[src/rtl/leg_alu_mc.sv]
// leg_alu_mc: multi-cycle LEG ALU with registered NZCV flags and valid/ready on both sides.
// Define LEG_ALU_MULDIV_EN to build the iterative MUL/DIV/MOD unit; otherwise opcodes 10-12 act as reserved.
module leg_alu_mc #(
    parameter int WIDTH = 8
) (
    input  logic             clk,
    input  logic             rst,
    input  logic             in_valid,
    output logic             in_ready,
    input  logic [3:0]       opcode,
    input  logic [WIDTH-1:0] a,
    input  logic [WIDTH-1:0] b,
    output logic             out_valid,
    input  logic             out_ready,
    output logic [WIDTH-1:0] result,
    output logic [3:0]       flags,
    output logic             busy
);

    localparam int SW = $clog2(WIDTH);

    localparam logic [1:0] S_IDLE = 2'd0;
    localparam logic [1:0] S_DONE = 2'd2;
`ifdef LEG_ALU_MULDIV_EN
    localparam logic [1:0] S_BUSY = 2'd1;
`endif

    localparam logic [3:0] OP_ADD  = 4'd0;
    localparam logic [3:0] OP_SUB  = 4'd1;
    localparam logic [3:0] OP_AND  = 4'd2;
    localparam logic [3:0] OP_OR   = 4'd3;
    localparam logic [3:0] OP_NOT  = 4'd4;
    localparam logic [3:0] OP_XOR  = 4'd5;
    localparam logic [3:0] OP_SHL  = 4'd6;
    localparam logic [3:0] OP_SHR  = 4'd7;
    localparam logic [3:0] OP_ASR  = 4'd8;
    localparam logic [3:0] OP_ROL  = 4'd9;
    localparam logic [3:0] OP_NOR  = 4'd14;
    localparam logic [3:0] OP_NAND = 4'd15;
`ifdef LEG_ALU_MULDIV_EN
    localparam logic [3:0] OP_MUL  = 4'd10;
    localparam logic [3:0] OP_DIV  = 4'd11;
    localparam logic [3:0] OP_MOD  = 4'd12;
`endif

    logic [1:0]       state_q, state_d;
    logic [WIDTH-1:0] result_q, result_d;
    logic [3:0]       flags_q, flags_d;
    logic             accept;

    assign in_ready  = (state_q == S_IDLE) | ((state_q == S_DONE) & out_ready);
    assign accept    = in_valid & in_ready;
    assign out_valid = (state_q == S_DONE);
    assign result    = result_q;
    assign flags     = flags_q;

    // Single-cycle datapath, evaluated on the live inputs at the accepting edge.
    logic [SW-1:0]      amt;
    logic [WIDTH:0]     add_w, sub_w, shl_w, shr_w, asr_w;
    logic [2*WIDTH-1:0] rol_w;
    logic [WIDTH-1:0]   alu_res;
    logic               alu_c, alu_v;
    logic [3:0]         alu_flags;

    assign amt = b[SW-1:0];

    // NOTE: every signal assigned in an always_comb gets a default first so no latch is inferred.
    always_comb begin
        add_w   = {1'b0, a} + {1'b0, b};
        sub_w   = {1'b0, a} - {1'b0, b};
        shl_w   = {1'b0, a} << amt;
        shr_w   = {a, 1'b0} >> amt;
        asr_w   = $signed({a, 1'b0}) >>> amt;
        rol_w   = {a, a} << amt;
        alu_res = '0;
        alu_c   = 1'b0;
        alu_v   = 1'b0;
        case (opcode)
            OP_ADD: begin
                alu_res = add_w[WIDTH-1:0];
                alu_c   = add_w[WIDTH];
                alu_v   = (a[WIDTH-1] == b[WIDTH-1]) && (add_w[WIDTH-1] != a[WIDTH-1]);
            end
            OP_SUB: begin
                alu_res = sub_w[WIDTH-1:0];
                alu_c   = ~sub_w[WIDTH];
                alu_v   = (a[WIDTH-1] != b[WIDTH-1]) && (sub_w[WIDTH-1] != a[WIDTH-1]);
            end
            OP_AND:  alu_res = a & b;
            OP_OR:   alu_res = a | b;
            OP_NOT:  alu_res = ~a;
            OP_XOR:  alu_res = a ^ b;
            // The extra bit beside the operand catches the last bit shifted out (0 for amount 0).
            OP_SHL: begin
                alu_res = shl_w[WIDTH-1:0];
                alu_c   = shl_w[WIDTH];
            end
            OP_SHR: begin
                alu_res = shr_w[WIDTH:1];
                alu_c   = shr_w[0];
            end
            OP_ASR: begin
                alu_res = asr_w[WIDTH:1];
                alu_c   = asr_w[0];
            end
            OP_ROL:  alu_res = rol_w[2*WIDTH-1:WIDTH];
            OP_NOR:  alu_res = ~(a | b);
            OP_NAND: alu_res = ~(a & b);
            default: alu_res = '0;
        endcase
        alu_flags = {alu_res[WIDTH-1], (alu_res == '0), alu_c, alu_v};
    end

`ifdef LEG_ALU_MULDIV_EN
    // acc_q is {high, low}: product/multiplier for MUL, remainder/quotient for DIV and MOD.
    logic [3:0]         op_q, op_d;
    logic [WIDTH-1:0]   opb_q, opb_d;
    logic [2*WIDTH-1:0] acc_q, acc_d;
    logic [SW-1:0]      cnt_q, cnt_d;
    logic               is_md;

    logic [WIDTH:0]     mul_sum;
    logic [2*WIDTH:0]   mul_sh;
    logic [WIDTH:0]     rem_sh, trial;
    logic               div_ge;
    logic [2*WIDTH-1:0] step_acc;
    logic [WIDTH-1:0]   md_res;
    logic               md_c;
    logic [3:0]         md_flags;

    assign is_md = (opcode == OP_MUL) || (opcode == OP_DIV) || (opcode == OP_MOD);
    assign busy  = (state_q == S_BUSY);

    always_comb begin
        mul_sum  = {1'b0, acc_q[2*WIDTH-1:WIDTH]} + (acc_q[0] ? {1'b0, opb_q} : '0);
        mul_sh   = {mul_sum, acc_q[WIDTH-1:0]};
        rem_sh   = {acc_q[2*WIDTH-1:WIDTH], acc_q[WIDTH-1]};
        trial    = rem_sh - {1'b0, opb_q};
        div_ge   = ~trial[WIDTH];
        step_acc = {div_ge ? trial[WIDTH-1:0] : rem_sh[WIDTH-1:0], acc_q[WIDTH-2:0], div_ge};
        if (op_q == OP_MUL) begin
            step_acc = mul_sh[2*WIDTH:1];
        end
        md_res = step_acc[WIDTH-1:0];
        md_c   = (opb_q == '0);
        if (op_q == OP_MUL) begin
            md_c = |step_acc[2*WIDTH-1:WIDTH];
        end else if (op_q == OP_MOD) begin
            md_res = step_acc[2*WIDTH-1:WIDTH];
        end
        md_flags = {md_res[WIDTH-1], (md_res == '0), md_c, 1'b0};
    end
`else
    assign busy = 1'b0;
`endif

    always_comb begin
        state_d  = state_q;
        result_d = result_q;
        flags_d  = flags_q;
`ifdef LEG_ALU_MULDIV_EN
        op_d     = op_q;
        opb_d    = opb_q;
        acc_d    = acc_q;
        cnt_d    = cnt_q;
        if (accept && is_md) begin
            state_d = S_BUSY;
            op_d    = opcode;
            opb_d   = b;
            acc_d   = {{WIDTH{1'b0}}, a};
            cnt_d   = SW'(WIDTH - 1);
        end else
`endif
        if (accept) begin
            state_d  = S_DONE;
            result_d = alu_res;
            flags_d  = alu_flags;
        end else if ((state_q == S_DONE) && out_ready) begin
            state_d = S_IDLE;
        end
`ifdef LEG_ALU_MULDIV_EN
        if (state_q == S_BUSY) begin
            acc_d = step_acc;
            cnt_d = cnt_q - 1'b1;
            if (cnt_q == '0) begin
                state_d  = S_DONE;
                result_d = md_res;
                flags_d  = md_flags;
            end
        end
`endif
    end

    // NOTE: sequential state uses non-blocking assignments so all registers update together on the edge.
    always_ff @(posedge clk or negedge rst) begin
        if (!rst) begin
            state_q  <= S_IDLE;
            result_q <= '0;
            flags_q  <= '0;
`ifdef LEG_ALU_MULDIV_EN
            op_q     <= '0;
            opb_q    <= '0;
            acc_q    <= '0;
            cnt_q    <= '0;
`endif
        end else begin
            state_q  <= state_d;
            result_q <= result_d;
            flags_q  <= flags_d;
`ifdef LEG_ALU_MULDIV_EN
            op_q     <= op_d;
            opb_q    <= opb_d;
            acc_q    <= acc_d;
            cnt_q    <= cnt_d;
`endif
        end
    end

endmodule

[config.mk]
export PLATFORM = sky130hd
export DESIGN_NAME = leg_alu_mc
export DESIGN_NICKNAME = d
export VERILOG_FILES = /design/src/rtl/leg_alu_mc.sv
export SDC_FILE = /design/constraint.sdc
export NUM_CORES = 1
export LEC_CHECK = 0
export CAP_MARGIN = 20
export CORE_ASPECT_RATIO = 0.6
export CORE_MARGIN = 3
export CORE_UTILIZATION = 30
export DETAILED_ROUTE_END_ITERATION = 6
export SETUP_SLACK_MARGIN = 0.15
export SLEW_MARGIN = 10
export SYNTH_ARGS = -nofsm -noshare
export SYNTH_HDL_FRONTEND = slang
export SYNTH_SLANG_ARGS = --single-unit
[constraint.sdc]
create_clock -name clk -period 2.1 [get_ports clk]
set_clock_uncertainty 0.15 [all_clocks]
set_input_delay 0.42 -clock clk [delete_from_list [all_inputs] [get_ports clk]]
set_output_delay 0.42 -clock clk [all_outputs]
set_load 0.02 [all_outputs]
[Word-level counts from Yosys, hierarchy flattened]
Cells that the tools add are included.
Storage, ports and cells
  register bits: 14
  bits of input ports: 24
  output and inout bits: 15
Operators by class
  $add $sub $neg: 2
  eq/ne operators: 16
  shift-type cells: 4
  muxes and demuxes: 5
  bitwise gates (word level): 10
  reductions and logical operators: 7
Operators by type and width (count)
  $pmux W8 S12: 1
  $not A8 Y8: 3
  $eq A4 B3 Y1 const B: 4
  $eq A4 B4 Y1 const B: 4
  $shl A16 B3 Y16: 1
  $add A8 B8 Y9: 1
  $shl A8 B3 Y9: 1
  $shr A9 B3 Y9: 1
  $sshr A9 B3 Y9: 1
  $sub A8 B8 Y9: 1
  $and A8 B8 Y8: 1
  $eq A4 B2 Y1 const B: 2
  $logic_not A8 Y1: 1
  $or A8 B8 Y8: 1
  $xor A8 B8 Y8: 1
  $pmux W1 S5: 1
  $eq A4 B1 Y1 const B: 1
  $logic_not A4 Y1: 1
  $mux W2: 2
  $logic_and A1 B1 Y1: 3
  $ne A1 B1 Y1: 3
  $and A1 B1 Y1: 2
  $eq A2 B2 Y1 const B: 1
  $logic_not A2 Y1: 1
  other kinds (5): 5

[Depth between registers and ports, before layout]
  depth after elaboration: 5
  gate-level depth with buffers: 11
  gate-level depth less buffers: 11

[Least setup slack after synthesis]
Ideal clock, no wire load.
  kind: input -> register
  start: input b[2]
  end: register flags_q[2] (netlist: flags[2])
  setup time: 76 ps
  arrival time: 2470 ps
  data required time: 1874 ps
  setup slack: -596 ps
  stages: 11
  cell sequence: clkbuf_8 -> clkinv_1 -> ha_1 -> buf_2 -> xor2_1 -> or3_2 -> nand4_1 -> o2111ai_1 -> nor4_1 -> nand4_1 -> o21ai_1
Between the ends
  word-level cells in the longest chain between the ends: 4
  elaborated cells on any way between the ends: 13
RTL lines
  start, declared: line 12  | input logic [WIDTH-1:0] b,
  parallel branches: the longest is 2 deep, another holds $sub A8 B8 Y9
  $pmux W8 S12 (*): line 78  | case (opcode)
  $logic_not A8 Y1 (*): line 111  | alu_flags = {alu_res[WIDTH-1], (alu_res == '0), alu_c, alu_v};
  end signal, assigned: line 209  | flags_q <= flags_d;
  end, declared: line 48  | logic [3:0] flags_q, flags_d;
Every way passes the cells marked *.
A chain may end at the register's enable or synchronous reset.

[Final worst setup path]
  start: input b[0]
  end: register flags_q[2] (netlist: flags[2])
The elaborated chain is that of the path after synthesis.

==> results.sh <==
export IMPL_outcome="finished with violations"
export IMPL_violations="negative setup slack"
export IMPL_seq_area_frac_synth=0.105
export IMPL_drtIter0Drc=391
export IMPL_yosys_cell_types_count=83
export IMPL_fmax_mhz=417
export IMPL_rsz0062_at_grt="yes"
export IMPL_final_util=0.599
export IMPL_die_w_um=132
export IMPL_start_util=0.323
export IMPL_h_tree_depth=1
export IMPL_die_h_um=81.7
export IMPL_min_path_type="reg2reg"
export IMPL_io_buffers=37
export IMPL_fin_nets=595
export IMPL_avgSynthCellArea_um2=7.77
export IMPL_reg2reg_depth=7
export IMPL_overflow=0
export IMPL_boundaryPins=39
export IMPL_timing_final_ws_setup_ps=-298
export IMPL_timing_slew_headroom=0.608
export IMPL_clkSinkCount=12
export IMPL_synth_area_top_cells="ha_1, dfrtp_1, mux2i_1"
export IMPL_max_clock_path_buffers=2
export IMPL_grt_pass1_wl_mm=20.3
export IMPL_cp_max_fo=3
export IMPL_first_pass_iters=5
export IMPL_cp_slowest_cell="a221o_1"
export IMPL_place_area_um2=4310
export IMPL_vias_per_cell=5.69
export IMPL_maxSlewViolCount=0
export IMPL_cts_root_buf="clkbuf_16"
export IMPL_dominantRegCellSynth="dfrtp_1"
export IMPL_path_cells="buf_8, ha_4, fa_2, a21o_1, a21oi_4, o31ai_4, a221o_1, a211oi_2, nand3_1, o21ai_1"
export IMPL_insertion_delay_ps=250
export IMPL_synth_most_common_cell="nand2_1"
export IMPL_syn_area_um2=2870
export IMPL_synth_fp_nets=422
export IMPL_p_leak_nw=2.30
export IMPL_crit_required_ps=2120
export IMPL_min_path_cells=2
export IMPL_slowest_delay_ps=380
export IMPL_max_cap_violations=0
export IMPL_synth_edf_count=0
export IMPL_drive_gt1_frac=0.540
export IMPL_drc=0
export IMPL_tritoncts="yes"
export IMPL_period_minus_slack_ps=2400
export IMPL_die_area_um2=10800
export IMPL_ys_async_sr_fraction=1.00
export IMPL_dpl_hpwl_mm=9.67
export IMPL_ys_seq_elements=12
export IMPL_antenna_left=0
export IMPL_netlist_top_cells_count="nand2_1, ha_1, inv_1"
export IMPL_worst_hold_slack_ps=332
export IMPL_num_vias=3792
export IMPL_grt_max_degree=27
export IMPL_cts_buffers_inserted=3
export IMPL_routed_wl_mm=13.3
export IMPL_final_cell_area_um2=5320
export IMPL_grt_use_total=0.241
export IMPL_min_period_over_period=1.14
export IMPL_crit_type="in2reg"
export IMPL_synth_largest_area_cell="ha_1"
export IMPL_place_gp_congestion=0.966
export IMPL_startpoint_type="input pin"
export IMPL_synth_top_area_frac=0.118
export IMPL_antenna_cells=0
export IMPL_postSynthCellCount=369
export IMPL_routedWlPerCell_um=19.9
export IMPL_tns_ps=-1580
export IMPL_hold_viol=0
export IMPL_endpoint_kind="register"
export IMPL_worstMarginPinSlew_ps=587
export IMPL_core_area_um2=8880
export IMPL_fillers=774
export IMPL_first_global_vias=3628
export IMPL_placed_cells=632
export IMPL_yosysWarnings=0
export IMPL_power_density_nw_per_um2=382
export IMPL_antenna_found_initial=1
export IMPL_fin_cells=667
export IMPL_row_count=26
export IMPL_clkTransAtPathRegs_ps=50
export IMPL_vdd_drop_max_v=0.000250
export IMPL_syn_to_final_growth_pct=85.6
export IMPL_cp_data_arrival_time_ps=2420
export IMPL_final_setup_viol_count=11
==> stage by stage <==
stage	setup slack, ps	total power, W
after floorplan	-332	0.000839
after global placement	-1070	0.00132
after detailed placement	-1130	0.00133
after CTS	-304	0.00194
after global routing	-388	0.00213
final	-298	0.00203
==> cell type report <==
type                            instances  area (um^2)  share of cell area
Sequential cell                        12          300              0.0564
Timing Repair Buffer                  197         1810               0.340
Inverter                               26          116              0.0219
Clock buffer                            4         88.8              0.0167
Tap cell                              126          158              0.0296
Multi-Input combinational cell        302         2850               0.535
==> power by group <==
part	internal (W)	leakage [nW]	switching [W]
registers	0.000267	0.147	0.0000217
logic	0.000692	2.11	0.000655
clock network	0.000288	0.0442	0.000110
total	0.00125	2.30	0.000787
==> logic make-up after synthesis <==
kind of cell | Yosys count | share of synthesized area
XOR/XNOR | 4 | 0.0122
other | 1 | 0.00131
adder cells (fa/ha/maj) | 29 | 0.132
AO/OA/AOI/OAI | 122 | 0.307
buffers and inverters | 55 | 0.112
AND/OR/NAND/NOR | 121 | 0.229
flip-flops | 12 | 0.105
multiplexers | 25 | 0.102
==> worst max-delay path, delay by kind of cell <==
family          cells  cell delay [ps]
simple gates        1              110
fa+ha+maj           2              520
compound gates      6             1250
buf+inv             1              110
==> layout by cell type (no fill, tap or decap), types with 5 or more instances in the layout <==
cell             netlist  final
nor3_1                 7      6
ha_4                   0     14
clkdlybuf4s15_2        0      7
buf_6                  6     19
a211oi_2               2      5
nand3_1                9      5
buf_8                  0      5
o221ai_1               8      6
mux2i_2                0      5
o21ai_1                5     10
a221o_1                5      5
nand2_1               38     35
dfrtp_1               12     12
clkdlybuf4s50_1        0     17
o22ai_1               11      8
buf_4                  2    131
mux2i_1               22     15
nand2b_1               8      8
ha_1                  27     11
o21ai_0               22     13
a21oi_1               18     12
nor2_2                 0      5
nor2_1                21     16
inv_1                 25     12
inv_2                  0     11
buf_12                 0      7
==> final timing paths <==
check	from	to	slack [ps]
min reg2reg	result[2]	result[2]	330
min	result[2]	result[2]	330
min in group asynchronous	rst	result[3]	400
max reg2reg	state_q[1]	flags[2]	310
max in group asynchronous	rst	result[6]	1020
max	b[0]	flags[2]	-300
==> sequential cells by signal (all words and copies together) (netlist names) <==
name and count:
result 8, state_q 1, flags 3
==> what timing repair did <==
| item | in CTS | in global routing |
|---|---|---|
| cloned | 4 | 0 |
| pin swaps | 44 | 35 |
| resized for setup | 181 | 26 |
| buffers inserted | 18 | 9 |
| setup endpoints to repair | 12 | 11 |
| hold buffers | 0 | 0 |
==> routing by layer <==
metal,global-route usage,vias up,share of wire
li1,-,1750,-
met1,0.360,1806,0.47
met2,0.372,212,0.41
met3,0.0349,22,0.098
met4,0.0415,2,0.013
met5,0,-,0.00098
Power figures use the tool's default switching activity.
